`config.mk`:
```
export PLATFORM = sky130hd
export DESIGN_NAME = sym_err_meter
export DESIGN_NICKNAME = d
export VERILOG_FILES = /design/src/rtl/sym_err_meter.sv
export SDC_FILE = /design/constraint.sdc
export NUM_CORES = 1
export LEC_CHECK = 0
export CAP_MARGIN = 20
export CORE_MARGIN = 10
export CORE_UTILIZATION = 40
export CTS_CLUSTER_DIAMETER = 50
export DETAILED_ROUTE_END_ITERATION = 8
export GPL_ROUTABILITY_DRIVEN = 0
export SYNTH_ARGS = -nofsm -noshare
export SYNTH_HDL_FRONTEND = slang
export SYNTH_SLANG_ARGS = --single-unit
```
`constraint.sdc`:
```
create_clock -name clk_i -period 4.3 [get_ports clk_i]
set_input_delay 0.645 -clock clk_i [delete_from_list [all_inputs] [get_ports clk_i]]
set_output_delay 0.645 -clock clk_i [all_outputs]
set_load 0.02 [all_outputs]
```
`src/rtl/sym_err_meter.sv`:
```
`default_nettype none
// ============================================================================
//  Module      : sym_err_meter
//  Description : 4-ASK symbol-error meter. Finds the tx->rx symbol delay by
//                trial search, then counts symbols/errors per strobe window.
//  Revision    : 1.0 - initial release
// ============================================================================
module sym_err_meter #(
  parameter int MAX_DELAY   = 16,
  parameter int DELAY_W     = 4,
  parameter int TRIAL_LEN   = 64,
  parameter int LOCK_THRESH = 2,
  parameter int CNT_W       = 22
) (
  input  logic               clk_i,
  input  logic               reset_i,
  input  logic               clk_en_i,
  input  logic [1:0]         sym_tx_i,
  input  logic [1:0]         sym_rx_i,
  input  logic               window_strobe_i,
  output logic [CNT_W-1:0]   err_count_o,
  output logic [CNT_W-1:0]   sym_count_o,
  output logic               result_valid_o,
  output logic               locked_o,
  output logic [DELAY_W-1:0] delay_sel_o,
  output logic               err_flag_o
);

  localparam int NTAP   = 2**DELAY_W;
  localparam int TCNT_W = (TRIAL_LEN > 1) ? $clog2(TRIAL_LEN) : 1;
  localparam int TERR_W = $clog2(TRIAL_LEN + 1);
  localparam logic [CNT_W-1:0] CNT_MAX = '1;

  typedef enum logic [1:0] {
    S_SEARCH   = 2'd0,
    S_WAIT_WIN = 2'd1,
    S_MEASURE  = 2'd2
  } state_t;

  state_t             state_q;
  logic [1:0]         dly_q [MAX_DELAY-1];
  logic [1:0]         tap   [NTAP];
  logic [TCNT_W-1:0]  trial_cnt_q;
  logic [TERR_W-1:0]  trial_err_q, trial_err_d;
  logic [CNT_W-1:0]   sym_cnt_q, sym_cnt_d;
  logic [CNT_W-1:0]   err_cnt_q, err_cnt_d;
  logic [CNT_W-1:0]   err_count_q, sym_count_q;
  logic               result_valid_q, locked_q, err_flag_q;
  logic [DELAY_W-1:0] delay_sel_q, delay_sel_d;
  logic               mismatch, lose_lock;

  // Unused tap slots beyond MAX_DELAY read as zero so delay_sel indexes a full array.
  for (genvar d = 0; d < NTAP; d++) begin : g_tap
    if (d == 0) begin : g_cur
      assign tap[d] = sym_tx_i;
    end else if (d < MAX_DELAY) begin : g_dly
      assign tap[d] = dly_q[d-1];
    end else begin : g_pad
      assign tap[d] = 2'b00;
    end
  end

  always_ff @(posedge clk_i or posedge reset_i) begin
    if (reset_i) begin
      for (int i = 0; i < MAX_DELAY-1; i++) dly_q[i] <= 2'b00;
    end else if (clk_en_i) begin
      dly_q[0] <= sym_tx_i;
      for (int i = 1; i < MAX_DELAY-1; i++) dly_q[i] <= dly_q[i-1];
    end
  end

  always_comb begin
    mismatch    = (sym_rx_i != tap[delay_sel_q]);
    trial_err_d = trial_err_q + TERR_W'(mismatch);
    sym_cnt_d   = (sym_cnt_q == CNT_MAX) ? sym_cnt_q : sym_cnt_q + CNT_W'(1);
    err_cnt_d   = (mismatch && (err_cnt_q != CNT_MAX)) ? err_cnt_q + CNT_W'(1) : err_cnt_q;
    delay_sel_d = (delay_sel_q == DELAY_W'(MAX_DELAY-1)) ? '0 : delay_sel_q + DELAY_W'(1);
    lose_lock   = ({err_cnt_q, 2'b00} > {2'b00, sym_cnt_q});
  end

  always_ff @(posedge clk_i or posedge reset_i) begin
    if (reset_i) begin
      state_q        <= S_SEARCH;
      trial_cnt_q    <= '0;
      trial_err_q    <= '0;
      sym_cnt_q      <= '0;
      err_cnt_q      <= '0;
      err_count_q    <= '0;
      sym_count_q    <= '0;
      result_valid_q <= 1'b0;
      locked_q       <= 1'b0;
      delay_sel_q    <= '0;
      err_flag_q     <= 1'b0;
    end else begin
      result_valid_q <= 1'b0;
      if (clk_en_i) begin
        err_flag_q <= mismatch;
        case (state_q)
          S_SEARCH: begin
            // The last trial symbol's mismatch is folded in via trial_err_d.
            if (trial_cnt_q == TCNT_W'(TRIAL_LEN-1)) begin
              trial_cnt_q <= '0;
              trial_err_q <= '0;
              if (trial_err_d <= TERR_W'(LOCK_THRESH)) begin
                locked_q <= 1'b1;
                state_q  <= S_WAIT_WIN;
              end else begin
                delay_sel_q <= delay_sel_d;
              end
            end else begin
              trial_cnt_q <= trial_cnt_q + TCNT_W'(1);
              trial_err_q <= trial_err_d;
            end
          end
          S_WAIT_WIN: begin
            if (window_strobe_i) begin
              sym_cnt_q <= CNT_W'(1);
              err_cnt_q <= CNT_W'(mismatch);
              state_q   <= S_MEASURE;
            end
          end
          S_MEASURE: begin
            if (window_strobe_i) begin
              err_count_q    <= err_cnt_q;
              sym_count_q    <= sym_cnt_q;
              result_valid_q <= 1'b1;
              sym_cnt_q      <= CNT_W'(1);
              err_cnt_q      <= CNT_W'(mismatch);
              if (lose_lock) begin
                locked_q    <= 1'b0;
                delay_sel_q <= delay_sel_d;
                state_q     <= S_SEARCH;
              end
            end else begin
              sym_cnt_q <= sym_cnt_d;
              err_cnt_q <= err_cnt_d;
            end
          end
          default: state_q <= S_SEARCH;
        endcase
      end
    end
  end

  assign err_count_o    = err_count_q;
  assign sym_count_o    = sym_count_q;
  assign result_valid_o = result_valid_q;
  assign locked_o       = locked_q;
  assign delay_sel_o    = delay_sel_q;
  assign err_flag_o     = err_flag_q;

endmodule
`default_nettype wire

```
==> reports/metrics.cfg <==
[power_and_ir_drop]
switching_share_pct = 26.4
p_sw_w = 0.000912
p_int_w = 0.00254
leakage_nw = 3.67
totalPowerFinal_w = 0.00345
p_seq_share_pct = 47.6
p_comb_share_pct = 13.8
p_per_area_mw_per_mm2 = 403
clock_power_share_pct = 38.6
ir_drop_mv = 0.286

[synth]
synth.top_cell.area_share_pct = 48.8
ys_seq_area_share_pct = 48.8
ys_types = 63
ys_ff_latch = 140
synth_common_cells = dfrtp_1 (140), nand2_1 (121), o21ai_0 (60)
yosysTopAreaCell = dfrtp_1
yosys.cell_count.top_type = dfrtp_1
async_flop_share_pct = 100
synth_warnings = 0
synthTopCellsByArea = dfrtp_1 (49%), nand2_1 (6.3%), mux2_2 (5.0%)
syn_inst = 718
syn-cell-area_sq_mm = 0.00718
synthFlopType = dfrtp_1
synth.avg_cell_area_sq_um = 10.0
synth_edf_count = 0
synth_nets = 753

[clock_network]
path_clk_slew_ps = 50
postCtsHoldBufs = 0
clk_latency_ps = 430
cts_setup_buffers = 0
post_cts_resized = 0
cts_max_level = 4
cts_made_buffers = 17
root_buffer = clkbuf_16
clock-sinks = 140
cts_max_path_buffers = 2
cts_tree = yes

[critical_path]
start_kind = flip-flop
crit_path_top_delay_cell = dfrtp_1
worst_setup_path_end_kind = flip-flop
critical_path.max_stage_delay_ps = 680
cp_max_fo = 10
crit_arrival_ps = 4220
critPathBufInv = 0
r2r_setup_slack_ps = 380
crit_required_ps = 4600
critical_path_class = reg2reg
cpLargestDelayFamily = multiplexers
cp_cell_sequence = mux2i_1 -> mux4_2 -> xor2_1 -> nand2_1 -> nor2_1 -> a31oi_1 -> ha_1 -> ha_1 -> xnor2_1 -> and3_1 -> o2111a_1 -> nor2_1 -> mux2_1

[outcome]
status = finished, final reports clean

[place]
dp_hpwl_microns = 12400
io_buffer_count = 58
place_ws_ps = 117
place_inst = 981

[finish]
drive_above_1_share_pct = 10.9
area_growth_pct = 19.2
num-fill-cells = 1641
fin_cells = 1012
insertedDiodeCount = 0
nets = 811

[timing]
fin_skew_ps = 11.1
fin_tns_setup_ps = 0
maxSlewViolCount = 0
min_period_over_period_pct = 91.2
tightestPinTransition_ps = 676
setup_violations = 0
slew_headroom_pct = 54.8
period_needed_ps = 3920
finalHoldViolCount = 0
max_freq_mhz = 255
hold-worst-slack_ps = 471
layout_setup_ws_ps = 380
rsz0062_at_grt = no

[route]
wl_met3_microns = 892
ant_nets = 0
wire_per_inst_microns = 17.1
vias = 5577
drt_iter0_drc = 367
drc = 0
drt_pass1_iterations = 5
met2WireLength_microns = 8390
finalWirelength_microns = 17300
wirelength_met1_microns = 7690
routed.top_layer = met4
viasPerCell = 5.51

[run]
drv_cap = 0

[floorplanning]
io_pins = 59
rows = 48
start_util_pct = 41.2
coreArea_sq_mm = 0.0174
die-area_sq_mm = 0.0237
die_w_microns = 154
die_y_microns = 154

[global_routing]
grt_usage_pct = 14.9
grt_pass1_vias = 5654
grt_pass1_wl_microns = 29100
grt-ovfl-total = 0
antenna_found_initial = 0
grt_start_max_net_pins = 75

[min_path]
hold_path_class = reg2reg

## final timing paths
check / from / depth (start not counted) / to
worst max-delay path: delay_sel_o[2] / 13 / delay_sel_o[1]
worst min-delay path: err_count_o[11] / 2 / err_count_o[11]
worst max register to register: delay_sel_o[2] / 13 / delay_sel_o[1]
worst min register to register: err_count_o[11] / 2 / err_count_o[11]
max in group asynchronous: reset_i / 4 / err_count_o[13]
min in group asynchronous: reset_i / 2 / sym_count_o[4]
## power groups by stage
stage	clock network, W	registers (W)	logic, W
finish	0.00133	0.00164	0.000476
global route	0.00143	0.00167	0.000543
CTS	0.00137	0.00164	0.000482
detailed placement	0	0.00167	0.000479
global placement	0	0.00166	0.000455
floorplan	0	0.00162	0.000370
## layer usage
metal  up-vias  track usage, %
met3        27            4.10
met2       125            23.9
li1       2688               -
met4         0            5.76
met5         -               0
met1      2737            18.7
## final cells by class
class / instances / area (sq um) / share of cell area [%]
clock buffers: 24 / 502 / 5.87
clock inverters: 6 / 37.5 / 0.439
inverters: 33 / 128 / 1.49
multi-input cells: 515 / 3410 / 39.9
flip-flops and latches: 140 / 3500 / 41.0
well taps: 225 / 282 / 3.29
repair buffers: 69 / 692 / 8.09
## tightest hold or removal path: cells and delay by family (launching register included)
family,cells,cell delay (ps)
DFF,1,340
and+or+nand+nor,2,100
## cell usage in the layout (no fill, tap or decap), types with 4 or more instances in the layout
cell and instances:
a211oi_1 4, a21oi_1 20, and2_1 7, and3_1 12
and4_1 8, buf_4 8, clkbuf_16 17, clkbuf_8 5
clkdlybuf4s50_1 58, clkinvlp_4 4, dfrtp_1 140, ha_1 27
inv_1 31, mux2_2 32, mux2i_1 15, mux4_2 6
nand2_1 121, nand2b_1 4, nand3_1 25, nand4_1 14
nor2_1 36, nor3_1 4, nor4_1 6, o2111ai_1 7
o211ai_1 10, o21ai_0 60, o21ai_1 8, o22ai_1 4
o31ai_1 4, or3_1 10, or4_1 5, xnor2_1 19
xor2_1 5
## stage by stage
step | cell area, sq um | util, %
2_1_floorplan | 7180 | -
3_3_place_gp | 7980 | 45.8
3_5_place_dp | 8000 | 45.9
4_1_cts | 8530 | 49.0
5_1_grt | 8550 | 49.1
6_report | 8550 | 49.1
## sequential cells by signal (all words and copies together) (netlist names)
signal	cells
sym_cnt_q	22
trial_err_q	7
delay_sel_o	4
result_valid_o	1
err_count_o	22
err_cnt_q	22
trial_cnt_q	6
locked_o	1
err_flag_o	1
state_q	2
sym_count_o	22
dly_q	30
## logic make-up (layout without fill, tap and decap cells)
kind of cell | Yosys count | count (layout) | share of synthesized area (%)
adder cells (fa/ha/maj) | 27 | 27 | 4.71
buffers and inverters | 63 | 132 | 3.80
multiplexers | 55 | 55 | 9.31
AO/OA/AOI/OAI | 142 | 142 | 12.5
XOR/XNOR | 24 | 24 | 2.93
flip-flops | 140 | 140 | 48.8
AND/OR/NAND/NOR | 267 | 267 | 17.9
Power figures use the tool's default switching activity.
